==> config.mk <==
export PLATFORM = sky130hd
export DESIGN_NAME = fifo_ram_ctrl
export DESIGN_NICKNAME = d
export VERILOG_FILES = /design/src/rtl/fifo_ram_ctrl.sv
export SDC_FILE = /design/constraint.sdc
export NUM_CORES = 1
export LEC_CHECK = 0
export ABC_AREA = 1
export CORE_MARGIN = 2
export CORE_UTILIZATION = 44
export DETAILED_ROUTE_END_ITERATION = 10
export GPL_ROUTABILITY_DRIVEN = 1
export HOLD_SLACK_MARGIN = 0.08
export PLACE_DENSITY = 0.95
export REMOVE_ABC_BUFFERS = 1
export SETUP_SLACK_MARGIN = 0.4
export SKIP_CTS_REPAIR_TIMING = 1
export SKIP_LAST_GASP = 1
export SLEW_MARGIN = 20
export SYNTH_ARGS = -nofsm -noshare
export SYNTH_HDL_FRONTEND = slang
export SYNTH_SLANG_ARGS = --single-unit
==> constraint.sdc <==
create_clock -name clk -period 3.45 [get_ports clk]
set_input_delay 0.8625 -clock clk [delete_from_list [all_inputs] [get_ports clk]]
set_output_delay 0.8625 -clock clk [all_outputs]
set_load 0.05 [all_outputs]
==> src/rtl/fifo_ram_ctrl.sv <==
// Synchronous FIFO controller driving both ports of an external dual-port RAM.
// Define FIFO_ERR_EN to add err_clr and the sticky overflow/underflow flags.
module fifo_ram_ctrl #(
  parameter int unsigned DATA_W  = 8,
  parameter int unsigned ADDR_W  = 6,
  parameter int unsigned USE_RAM = 1
) (
  input  logic              clk,
  input  logic              rst_n,
  input  logic              push,
  input  logic [DATA_W-1:0] push_data,
  input  logic              pop,
  output logic [DATA_W-1:0] pop_data,
  output logic              pop_valid,
  output logic              empty,
  output logic              full,
  output logic [ADDR_W:0]   level,
  output logic              ram_w_en,
  output logic [ADDR_W-1:0] ram_w_addr,
  output logic [DATA_W-1:0] ram_w_data,
  output logic              ram_r_en,
  output logic [ADDR_W-1:0] ram_r_addr,
  input  logic [DATA_W-1:0] ram_r_data
`ifdef FIFO_ERR_EN
  ,
  input  logic              err_clr,
  output logic              overflow,
  output logic              underflow
`endif
);

  localparam logic [ADDR_W:0]   LevelFull = {1'b1, {ADDR_W{1'b0}}};
  localparam logic [ADDR_W:0]   LevelOne  = {{ADDR_W{1'b0}}, 1'b1};
  localparam logic [ADDR_W-1:0] PtrOne    = {{(ADDR_W-1){1'b0}}, 1'b1};

  logic [ADDR_W-1:0] wr_ptr_q, wr_ptr_d;
  logic [ADDR_W-1:0] rd_ptr_q, rd_ptr_d;
  logic [ADDR_W:0]   level_q, level_d;
  logic              push_acc, pop_acc;

  assign empty = (level_q == '0);
  assign full  = (level_q == LevelFull);
  assign level = level_q;

  // A push into a full FIFO is only accepted when a pop frees the slot in the same cycle.
  assign pop_acc  = pop & ~empty;
  assign push_acc = push & (~full | pop_acc);

  assign ram_w_en   = push_acc;
  assign ram_w_addr = wr_ptr_q;
  assign ram_w_data = push_data;
  assign ram_r_en   = pop_acc;
  assign ram_r_addr = rd_ptr_q;
  assign pop_data   = ram_r_data;

  always_comb begin
    wr_ptr_d = wr_ptr_q;
    rd_ptr_d = rd_ptr_q;
    level_d  = level_q;
    if (push_acc) wr_ptr_d = wr_ptr_q + PtrOne;
    if (pop_acc)  rd_ptr_d = rd_ptr_q + PtrOne;
    unique case ({push_acc, pop_acc})
      2'b10:   level_d = level_q + LevelOne;
      2'b01:   level_d = level_q - LevelOne;
      default: level_d = level_q;
    endcase
  end

  always_ff @(posedge clk or negedge rst_n) begin
    if (!rst_n) begin
      wr_ptr_q <= '0;
      rd_ptr_q <= '0;
      level_q  <= '0;
    end else begin
      wr_ptr_q <= wr_ptr_d;
      rd_ptr_q <= rd_ptr_d;
      level_q  <= level_d;
    end
  end

  if (USE_RAM != 0) begin : g_reg_read
    // RAM output lands one cycle after the read enable, so the strobe follows it.
    logic pop_valid_q;
    always_ff @(posedge clk or negedge rst_n) begin
      if (!rst_n) pop_valid_q <= 1'b0;
      else        pop_valid_q <= pop_acc;
    end
    assign pop_valid = pop_valid_q;
  end else begin : g_comb_read
    assign pop_valid = pop_acc;
  end

`ifdef FIFO_ERR_EN
  logic overflow_q, overflow_d;
  logic underflow_q, underflow_d;

  // Clear takes effect on the next edge, but a fresh error in that cycle wins.
  always_comb begin
    overflow_d  = (overflow_q & ~err_clr) | (push & full & ~pop);
    underflow_d = (underflow_q & ~err_clr) | (pop & empty);
  end

  always_ff @(posedge clk or negedge rst_n) begin
    if (!rst_n) begin
      overflow_q  <= 1'b0;
      underflow_q <= 1'b0;
    end else begin
      overflow_q  <= overflow_d;
      underflow_q <= underflow_d;
    end
  end

  assign overflow  = overflow_q;
  assign underflow = underflow_q;
`endif

endmodule

==> results of run 1 <==
## critical path: cells and delay by family (launching register included)
| family | cells | cell delay, ns |
|---|---|---|
| buffers and inverters | 2 | 0.89 |
| DFF | 1 | 0.44 |
| and+or+nand+nor | 2 | 0.38 |
## final cells by class
class | count | area share (%)
clock buffers | 3 | 1.44
clock inverters | 1 | 1.92
inverters | 22 | 5.53
multi-input cells | 95 | 38.0
flip-flops and latches | 20 | 32.1
well taps | 31 | 2.48
repair buffers | 27 | 18.6
## power by group
group	leakage [nW]	internal (W)	switching, W
Combinational	0.507	0.000385	0.000722
Clock	0.0279	0.000118	0.0000797
Sequential	0.245	0.000346	0.000136
Total	0.780	0.000849	0.000938
## synth_stat cells (5+ instances only)
library cell and n:
nand3_1 5, nand2_1 38, buf_4 16, nor2_1 5, ha_1 7, xor2_1 10
inv_1 19, xnor2_1 5, nand4_1 5, dfrtp_1 20
## through the flow
| stage | hold slack, ns | power [W] | setup slack (ns) | cell area, um^2 |
|---|---|---|---|---|
| 3_3_place_gp | 0.491 | 0.00156 | 0.487 | 1510 |
| 6_report | 0.511 | 0.00179 | 0.559 | 1560 |
| 3_5_place_dp | 0.492 | 0.00160 | 0.389 | 1510 |
| 5_1_grt | 0.546 | 0.00191 | 0.464 | 1560 |
| 2_1_floorplan | 0.567 | 0.00125 | 1.05 | 1180 |
| 4_1_cts | 0.514 | 0.00180 | 0.555 | 1560 |
## placed cells by master, fill, tap and decap left out, types with 2 or more instances in the layout
cell,netlist,final
xor2_1,10,10
o21ai_2,3,3
nor2_2,3,3
nand3_1,5,5
buf_12,0,2
a21oi_1,2,2
nand4_1,5,5
inv_1,19,19
clkbuf_4,0,3
clkdlybuf4s50_1,0,25
dfrtp_1,20,20
nor2_1,5,5
ha_1,7,7
xnor2_1,5,5
nand2_1,38,38
nand2_2,2,2
o21ai_1,3,3
## layer usage
| metal | part of all wire [%] | global-route usage, % |
|---|---|---|
| met1 | 42 | 22.9 |
| met3 | 12 | 9.89 |
| met5 | 0 | 0 |
| met4 | 1.1 | 7.31 |
| met2 | 45 | 26.6 |
## kinds of logic (layout without fill, tap and decap cells)
| family | Yosys count | after routing |
|---|---|---|
| and+or+nand+nor | 61 | 61 |
| buffers and inverters | 38 | 53 |
| DFF | 20 | 20 |
| xor gates and xnor gates | 15 | 15 |
| AOI/OAI and AO/OA | 11 | 11 |
| adders and majority gates | 8 | 8 |
## worst max-delay path by stage
stage	depth (start not counted)	end	slack (ns)
finish	4	full	0.56
global route	4	full	0.46
CTS	4	full	0.56
detailed placement	13	level[6]$_DFFE_PN0P_	0.39
global placement	13	level[6]$_DFFE_PN0P_	0.49
floorplan	3	empty	1.05
## sequential cells by signal (all words and copies together), names as in the netlist
register    count
ram_w_addr      6
pop_valid       1
ram_r_addr      6
level           7
==> results.yml, run 1 <==
placement:
  place_congestion: 0.774
  portBuffers: 27
  dp_hpwl_mm: 2.11
  place_inst: 195
routing:
  via_per_inst: 5.26
  antenna_left: 0
  wl_mm: 2.76
  drcViolationCount: 0
  drtIter0Drc: 22
  firstDrtPassIters: 4
  route.vias.total: 1047
  wl_per_cell_um: 13.8
die:
  io_pins: 60
  start_util_pct: 46.7
  die-area_um2: 3410
  die_h_um: 58.4
  rows: 19
  die_w_um: 58.4
  core_um2: 2780
global_routing:
  grt_pass1_vias: 997
  grt_max_degree: 21
  antenna_found_initial: 0
  grt_use_total_pct: 18.4
  overflow: 0
  grt_pass1_wl_mm: 4.68
layout:
  multi_input_area_um2: 593
  antenna_cells: 0
  fillers: 236
  instances_no_fill: 199
  drive_gt1_share_pct: 11.9
  final_util_pct: 56.1
  ff_latch_area_um2: 500
  area_growth_pct: 20.1
  fin_nets: 197
cts:
  clk_pin_slew_worst_paths_ns: 0.12
  clkLatencyLatePin_ns: 0.32
  numCtsBuffers: 3
  clockBufferDepth: 2
  cts_root_buffer: "clkbuf_4"
  cts.htree.levels: 1
  cts.sinks: 20
  cts_tree: "done"
sta:
  finalSetupViolCount: 0
  period_minus_slack_ns: 2.89
  fmax_mhz: 346
  tightest_slew_ns: 0.883
  max_slew_margin_pct: 41.0
  setup-tns-final_ns: 0
  fin_skew_ns: 0.00535
  final.period_utilization_pct: 83.8
  slew_violations: 0
  grt_setup_unrepaired: "false"
  hold_viol_final: 0
power_and_ir_drop:
  irDropWorstVdd_uv: 718
  p_leak_nw: 0.780
  power_density_nw_per_um2: 1140
critical_path:
  critPathMaxStageDelay_ns: 0.80
  critPathLaunchType: "flip-flop"
  cp_data_required_time_ns: 2.59
  timing.rr.start: "level[0]$_DFFE_PN0P_"
  crit_fanout: 4
  startpoint: "level[3]$_DFFE_PN0P_"
  cpMaxStageDelayCell: "clkdlybuf4s50_1"
  end_kind: "output pin"
  regToRegSetupSlack_ns: 1.19
  reg2reg_to: "level[6]$_DFFE_PN0P_"
  critPathKind: "flip-flop to output pin"
  worstPathCellList: "nor2_1, nand4_1, inv_1, clkdlybuf4s50_1"
  critical_path_arrival_ns: 2.03
  reg2regPathDepth: 14
logic_synthesis:
  ys_ff_latch: 20
  synth_adder_area_share_pct: 8.28
  synth_warnings: 0
  avgSynthCellArea_um2: 8.50
  async_flop_share_pct: 100
  synth_compound_area_share_pct: 6.06
  synth_xor_area_share_pct: 10.1
  yosysUniqueCellTypes: 25
  synth.mux.area_fraction_pct: 0
  synth-main-ff-cell: "dfrtp_1"
  synth_top_family_by_area: "simple AND/OR/NAND/NOR gates"
  synth_top_area_cell: "dfrtp_1"
  synth-simple-area-share_pct: 21.2
  syn_inst: 153
  ys_seq_area_share_pct: 38.5
  netlist_area_um2: 1300
  synth-edff-count: 0
  yosysTopAreaCellShare_pct: 38.5
  synth_area_leaders: "dfrtp_1 (38%), nand2_1 (11%), buf_4 (9.2%)"
status:
  outcome: "finished, final reports clean"
hold_path:
  min_to: "ram_r_addr[4]$_DFFE_PN0N_"
  hold_class: "flip-flop to flip-flop"
  min_path_cells: 1
  hold_path.startpoint: "ram_r_addr[4]$_DFFE_PN0N_"
flow_run:
  drv_cap: 0
(Power assumes the default switching activity.)
==> run 2, diff against run 1 <==
--- a/config.mk
+++ b/config.mk
@@ -7,11 +7,11 @@
 export LEC_CHECK = 0
 export ABC_AREA = 1
 export CORE_MARGIN = 2
-export CORE_UTILIZATION = 44
+export CORE_UTILIZATION = 37
 export DETAILED_ROUTE_END_ITERATION = 10
 export GPL_ROUTABILITY_DRIVEN = 1
 export HOLD_SLACK_MARGIN = 0.08
-export PLACE_DENSITY = 0.95
+export PLACE_DENSITY = 0.86
 export REMOVE_ABC_BUFFERS = 1
 export SETUP_SLACK_MARGIN = 0.4
 export SKIP_CTS_REPAIR_TIMING = 1
==> constraint.sdc (replaced) <==
create_clock -name clk -period 2.45 [get_ports clk]
set_input_delay 0.6125 -clock clk [delete_from_list [all_inputs] [get_ports clk]]
set_output_delay 0.6125 -clock clk [all_outputs]
set_load 0.05 [all_outputs]
==> results.yml, run 2 (synthesis results as in run 1) <==
sta:
  slew_violations: 0
  tightest_slew_ns: 0.511
  finalSetupViolCount: 0
  worst_slack_ns: 0.210
  hold_viol_final: 0
  fmax_mhz: 446
  period_minus_slack_ns: 2.24
  final.period_utilization_pct: 91.4
  fin_skew_ns: 0.000935
  grt_setup_unrepaired: "true"
  max_slew_margin_pct: 65.9
  hold_slack_ns: 0.518
placement:
  place_ws_ns: -0.130
  place_congestion: 0.757
  portBuffers: 27
  dp_hpwl_mm: 2.26
global_routing:
  grt_max_degree: 21
  grt_pass1_wl_mm: 4.70
  antenna_found_initial: 0
  overflow: 0
  grt_pass1_vias: 1031
  grt_use_total_pct: 15.4
cts:
  numCtsBuffers: 3
  clkLatencyLatePin_ns: 0.31
  cts.htree.levels: 1
  clk_pin_slew_worst_paths_ns: 0.12
  cts_tree: "done"
  clockBufferDepth: 2
  cts.sinks: 20
  cts_root_buffer: "clkbuf_4"
critical_path:
  crit_fanout: 3
  critPathLaunchType: "primary input"
  cp_data_required_time_ns: 1.84
  end_kind: "output pin"
  critPathKind: "primary input to output pin"
  critical_path_arrival_ns: 1.63
die:
  io_pins: 60
  rows: 21
  die_w_um: 63.3
  die_h_um: 63.3
  core_um2: 3360
  die-area_um2: 4000
  start_util_pct: 38.7
layout:
  drive_gt1_share_pct: 32.3
  final_util_pct: 57.2
  fin_nets: 224
  area_growth_pct: 48.0
  layout_common_cells: "nand2_1 (37), buf_4 (26), dlymetal6s2s_1 (21)"
  final_common_cell: "nand2_1"
  largest_register_ffs: 7
  antenna_cells: 0
routing:
  drcViolationCount: 0
  antenna_left: 0
  route.vias.total: 1111
  via_per_inst: 4.61
  wl_per_cell_um: 13.2
  wl_mm: 3.18
  drtIter0Drc: 48
  firstDrtPassIters: 4
power_and_ir_drop:
  power.total_w: 0.00283
  irDropWorstVdd_uv: 753
  p_leak_nw: 1.15
  power_density_nw_per_um2: 1470
hold_path:
  hold_class: "flip-flop to flip-flop"
flow_run:
  drv_cap: 0
status:
  outcome: "finished, final reports clean"
-- run 2: cell count changes in the layout (fill, tap and decap cells not counted), moves of 3 or more --
cell             before  now
ha_4                  0    4
clkdlybuf4s50_1      25    2
ha_1                  7    3
dlymetal6s2s_1        0   21
inv_2                 1    4
buf_4                 0   26
inv_1                19   15
-- run 2: where the power goes --
| group | switching (W) | total [W] | internal [W] |
|---|---|---|---|
| Clock | 0.000109 | 0.000275 | 0.000165 |
| Sequential | 0.000172 | 0.000663 | 0.000491 |
| Combinational | 0.00113 | 0.00189 | 0.000766 |
| Total | 0.00141 | 0.00283 | 0.00142 |
-- run 2: metal layers --
layer	wire length [um]	GRT usage (%)
met3	323	7.68
met4	34	6.52
met5	0	0
met1	1270	17.5
met2	1550	24.5
-- run 2: critical path, stage by stage --
cell	delay (ns)
clkdlybuf4s50_1	0.55
buf_4	0.16
o21ai_2	0.06
inv_2	0.10
buf_12	0.14
-- run 2: cell type report --
class / count / area (um^2)
flip-flops and latches: 20 / 503
repair buffers: 54 / 556
clock buffers: 3 / 22.5
well taps: 46 / 57.6
multi-input cells: 95 / 667
fillers: 300 / 1440
clock inverters: 1 / 30.0
inverters: 22 / 88.8
-- run 2: through the flow --
stage | instances | setup TNS, ns | instance area, um^2
6_report | 241 | 0 | 1920
5_1_grt | 241 | 0 | 1920
4_1_cts | 226 | 0 | 1670
3_5_place_dp | 222 | -0.351 | 1610
3_3_place_gp | 222 | -0.160 | 1610
2_1_floorplan | 137 | 0 | 1180
-- run 2: path summary, 6_finish.rpt --
path	startpoint	endpoint	slack (ns)	depth (start not counted)
max in group asynchronous	rst_n	level[0]$_DFFE_PN0P_	1.60	2
worst max register to register	level[5]$_DFFE_PN0P_	level[6]$_DFFE_PN0P_	0.39	15
worst min register to register	ram_r_addr[4]$_DFFE_PN0N_	ram_r_addr[4]$_DFFE_PN0N_	0.52	1
worst min-delay path	ram_r_addr[4]$_DFFE_PN0N_	ram_r_addr[4]$_DFFE_PN0N_	0.52	1
worst max-delay path	push	ram_w_en	0.21	5
min in group asynchronous	rst_n	level[3]$_DFFE_PN0P_	0.63	2
==> run 3, diff against run 2 <==
--- a/config.mk
+++ b/config.mk
@@ -7,11 +7,13 @@
 export LEC_CHECK = 0
 export ABC_AREA = 1
 export CORE_MARGIN = 2
-export CORE_UTILIZATION = 37
+export CORE_UTILIZATION = 50
 export DETAILED_ROUTE_END_ITERATION = 10
+export DONT_BUFFER_PORTS = 1
 export GPL_ROUTABILITY_DRIVEN = 1
+export GPL_TIMING_DRIVEN = 0
 export HOLD_SLACK_MARGIN = 0.08
-export PLACE_DENSITY = 0.86
+export PLACE_DENSITY = 0.78
 export REMOVE_ABC_BUFFERS = 1
 export SETUP_SLACK_MARGIN = 0.4
 export SKIP_CTS_REPAIR_TIMING = 1
==> results.yml, run 3 (synthesis results as in run 1) <==
critical_path:
  cpLargestDelayFamily: "flip-flops"
  regToRegSetupSlack_ns: 0.18
  critPathMaxStageDelay_ns: 0.60
  end_kind: "output pin"
  crit_fanout: 6
  critPathLaunchType: "flip-flop"
  critPathKind: "flip-flop to output pin"
  cpMaxStageDelayCell: "dfrtp_4"
  cp_data_required_time_ns: 1.84
  worstPathCellList: "nor2_4, nand2_4, o21ai_4, inv_1"
  critical_path_arrival_ns: 1.75
  path_buf_inv: 1
die:
  die-area_um2: 3020
  die_h_um: 55.0
  core_um2: 2480
  start_util_pct: 52.5
  rows: 18
  die_w_um: 55.0
  io_pins: 60
routing:
  wl_mm: 2.73
  wl_per_cell_um: 15.3
  firstDrtPassIters: 4
  drtIter0Drc: 11
  antenna_left: 0
  dr_wl_met2_mm: 1.29
  highest_layer: "met4"
  via_per_inst: 5.21
  met1_length_mm: 1.16
  route.vias.total: 933
  drcViolationCount: 0
  wl_met3_um: 248
sta:
  hold_slack_ns: 0.491
  fmax_mhz: 423
  fin_skew_ns: 0.00809
  final.period_utilization_pct: 96.6
  finalSetupViolCount: 0
  period_minus_slack_ns: 2.37
  hold_viol_final: 0
  tightest_slew_ns: 0.929
  grt_setup_unrepaired: "true"
  max_slew_margin_pct: 37.9
  slew_violations: 0
layout:
  layout_common_cells: "nand2_1 (37), inv_1 (18), dfrtp_1 (13)"
  antenna_cells: 0
  drive_gt1_share_pct: 26.8
  area_growth_pct: 9.34
  final_common_cell: "nand2_1"
  largest_register_ffs: 7
  instances_no_fill: 179
  fin_nets: 178
cts:
  clkLatencyLatePin_ns: 0.31
  numCtsBuffers: 3
  cts.sinks: 20
  clockBufferDepth: 2
  cts_tree: "done"
  cts.htree.levels: 1
  cts_root_buffer: "clkbuf_4"
  clk_pin_slew_worst_paths_ns: 0.12
power_and_ir_drop:
  irDropWorstVdd_uv: 882
  p_leak_nw: 0.698
  power_density_nw_per_um2: 1620
hold_path:
  hold_class: "primary input to flip-flop"
placement:
  place_inst: 167
  portBuffers: 0
  dp_hpwl_mm: 1.91
  place_congestion: 0.800
status:
  outcome: "finished, final reports clean"
flow_run:
  drv_cap: 0
global_routing:
  grt_max_degree: 21
  overflow: 0
  grt_pass1_vias: 877
  grt_pass1_wl_mm: 3.84
  antenna_found_initial: 0
  grt_use_total_pct: 18.1
## run 3: changes by cell type in the layout (fill, tap and decap cells not counted), sizes merged
cell	previous run	this run
buf	31	7
dlymetal6s2s	21	0
clkinv	1	0
clkinvlp	0	1
dlygate4sd3	0	1
clkdlybuf4s50	2	0
## run 3: metal layers
| metal | global-route usage [%] | vias up |
|---|---|---|
| met5 | 6.25 | - |
| met4 | 6.10 | 0 |
| met3 | 11.0 | 5 |
| met2 | 25.8 | 32 |
| met1 | 22.0 | 444 |
| li1 | - | 452 |
## run 3: worst register-to-register path, stage by stage, from the launching register on
cell and delay [ns]:
dfrtp_4 0.60, nor2_4 0.18, nand2_4 0.08, o21ai_4 0.25, nor2_4 0.12, buf_4 0.15, ha_1 0.26, nand3_1 0.08
nand2_2 0.11, nand2_1 0.05, nand2_1 0.06, xor2_1 0.15, o21ai_1 0.08
## run 3: worst paths after layout
path	from	to	depth (start not counted)
setup / recovery	level[1]$_DFFE_PN0P_	ram_r_en	4
setup reg to reg	level[1]$_DFFE_PN0P_	level[5]$_DFFE_PN0P_	12
hold reg to reg	level[5]$_DFFE_PN0P_	level[5]$_DFFE_PN0P_	2
min in group asynchronous	rst_n	ram_r_addr[2]$_DFFE_PN0N_	1
max in group asynchronous	rst_n	level[1]$_DFFE_PN0P_	1
hold / removal	pop	ram_r_addr[0]$_DFFE_PN0N_	2
## run 3: report_power, final
group | internal (W) | switching [W]
sequential | 0.000492 | 0.000782
combinational | 0.000326 | 0.000432
clock | 0.000165 | 0.000109
total | 0.000984 | 0.00132
## run 3: stage by stage
| step | worst slack [ns] | total power [W] | util (%) | area, um^2 | TNS (ns) |
|---|---|---|---|---|---|
| after floorplan | 0.131 | 0.00176 | - | 1180 | 0 |
| after global placement | -0.0960 | 0.00186 | 49.1 | 1220 | -0.0960 |
| after detailed placement | -0.143 | 0.00190 | 49.1 | 1220 | -0.182 |
| after CTS | -0.225 | 0.00218 | 51.3 | 1270 | -0.828 |
| after global routing | 0.00820 | 0.00247 | 57.4 | 1420 | 0 |
| final | 0.0839 | 0.00231 | 57.4 | 1420 | 0 |
## run 3: area by class of cell
class | count | area, um^2
fillers | 231 | 1060
multi-input cells | 95 | 659
flip-flops and latches | 20 | 512
inverters | 22 | 93.8
repair buffers | 8 | 66.3
well taps | 30 | 37.5
clock inverters | 1 | 30.0
clock buffers | 3 | 22.5
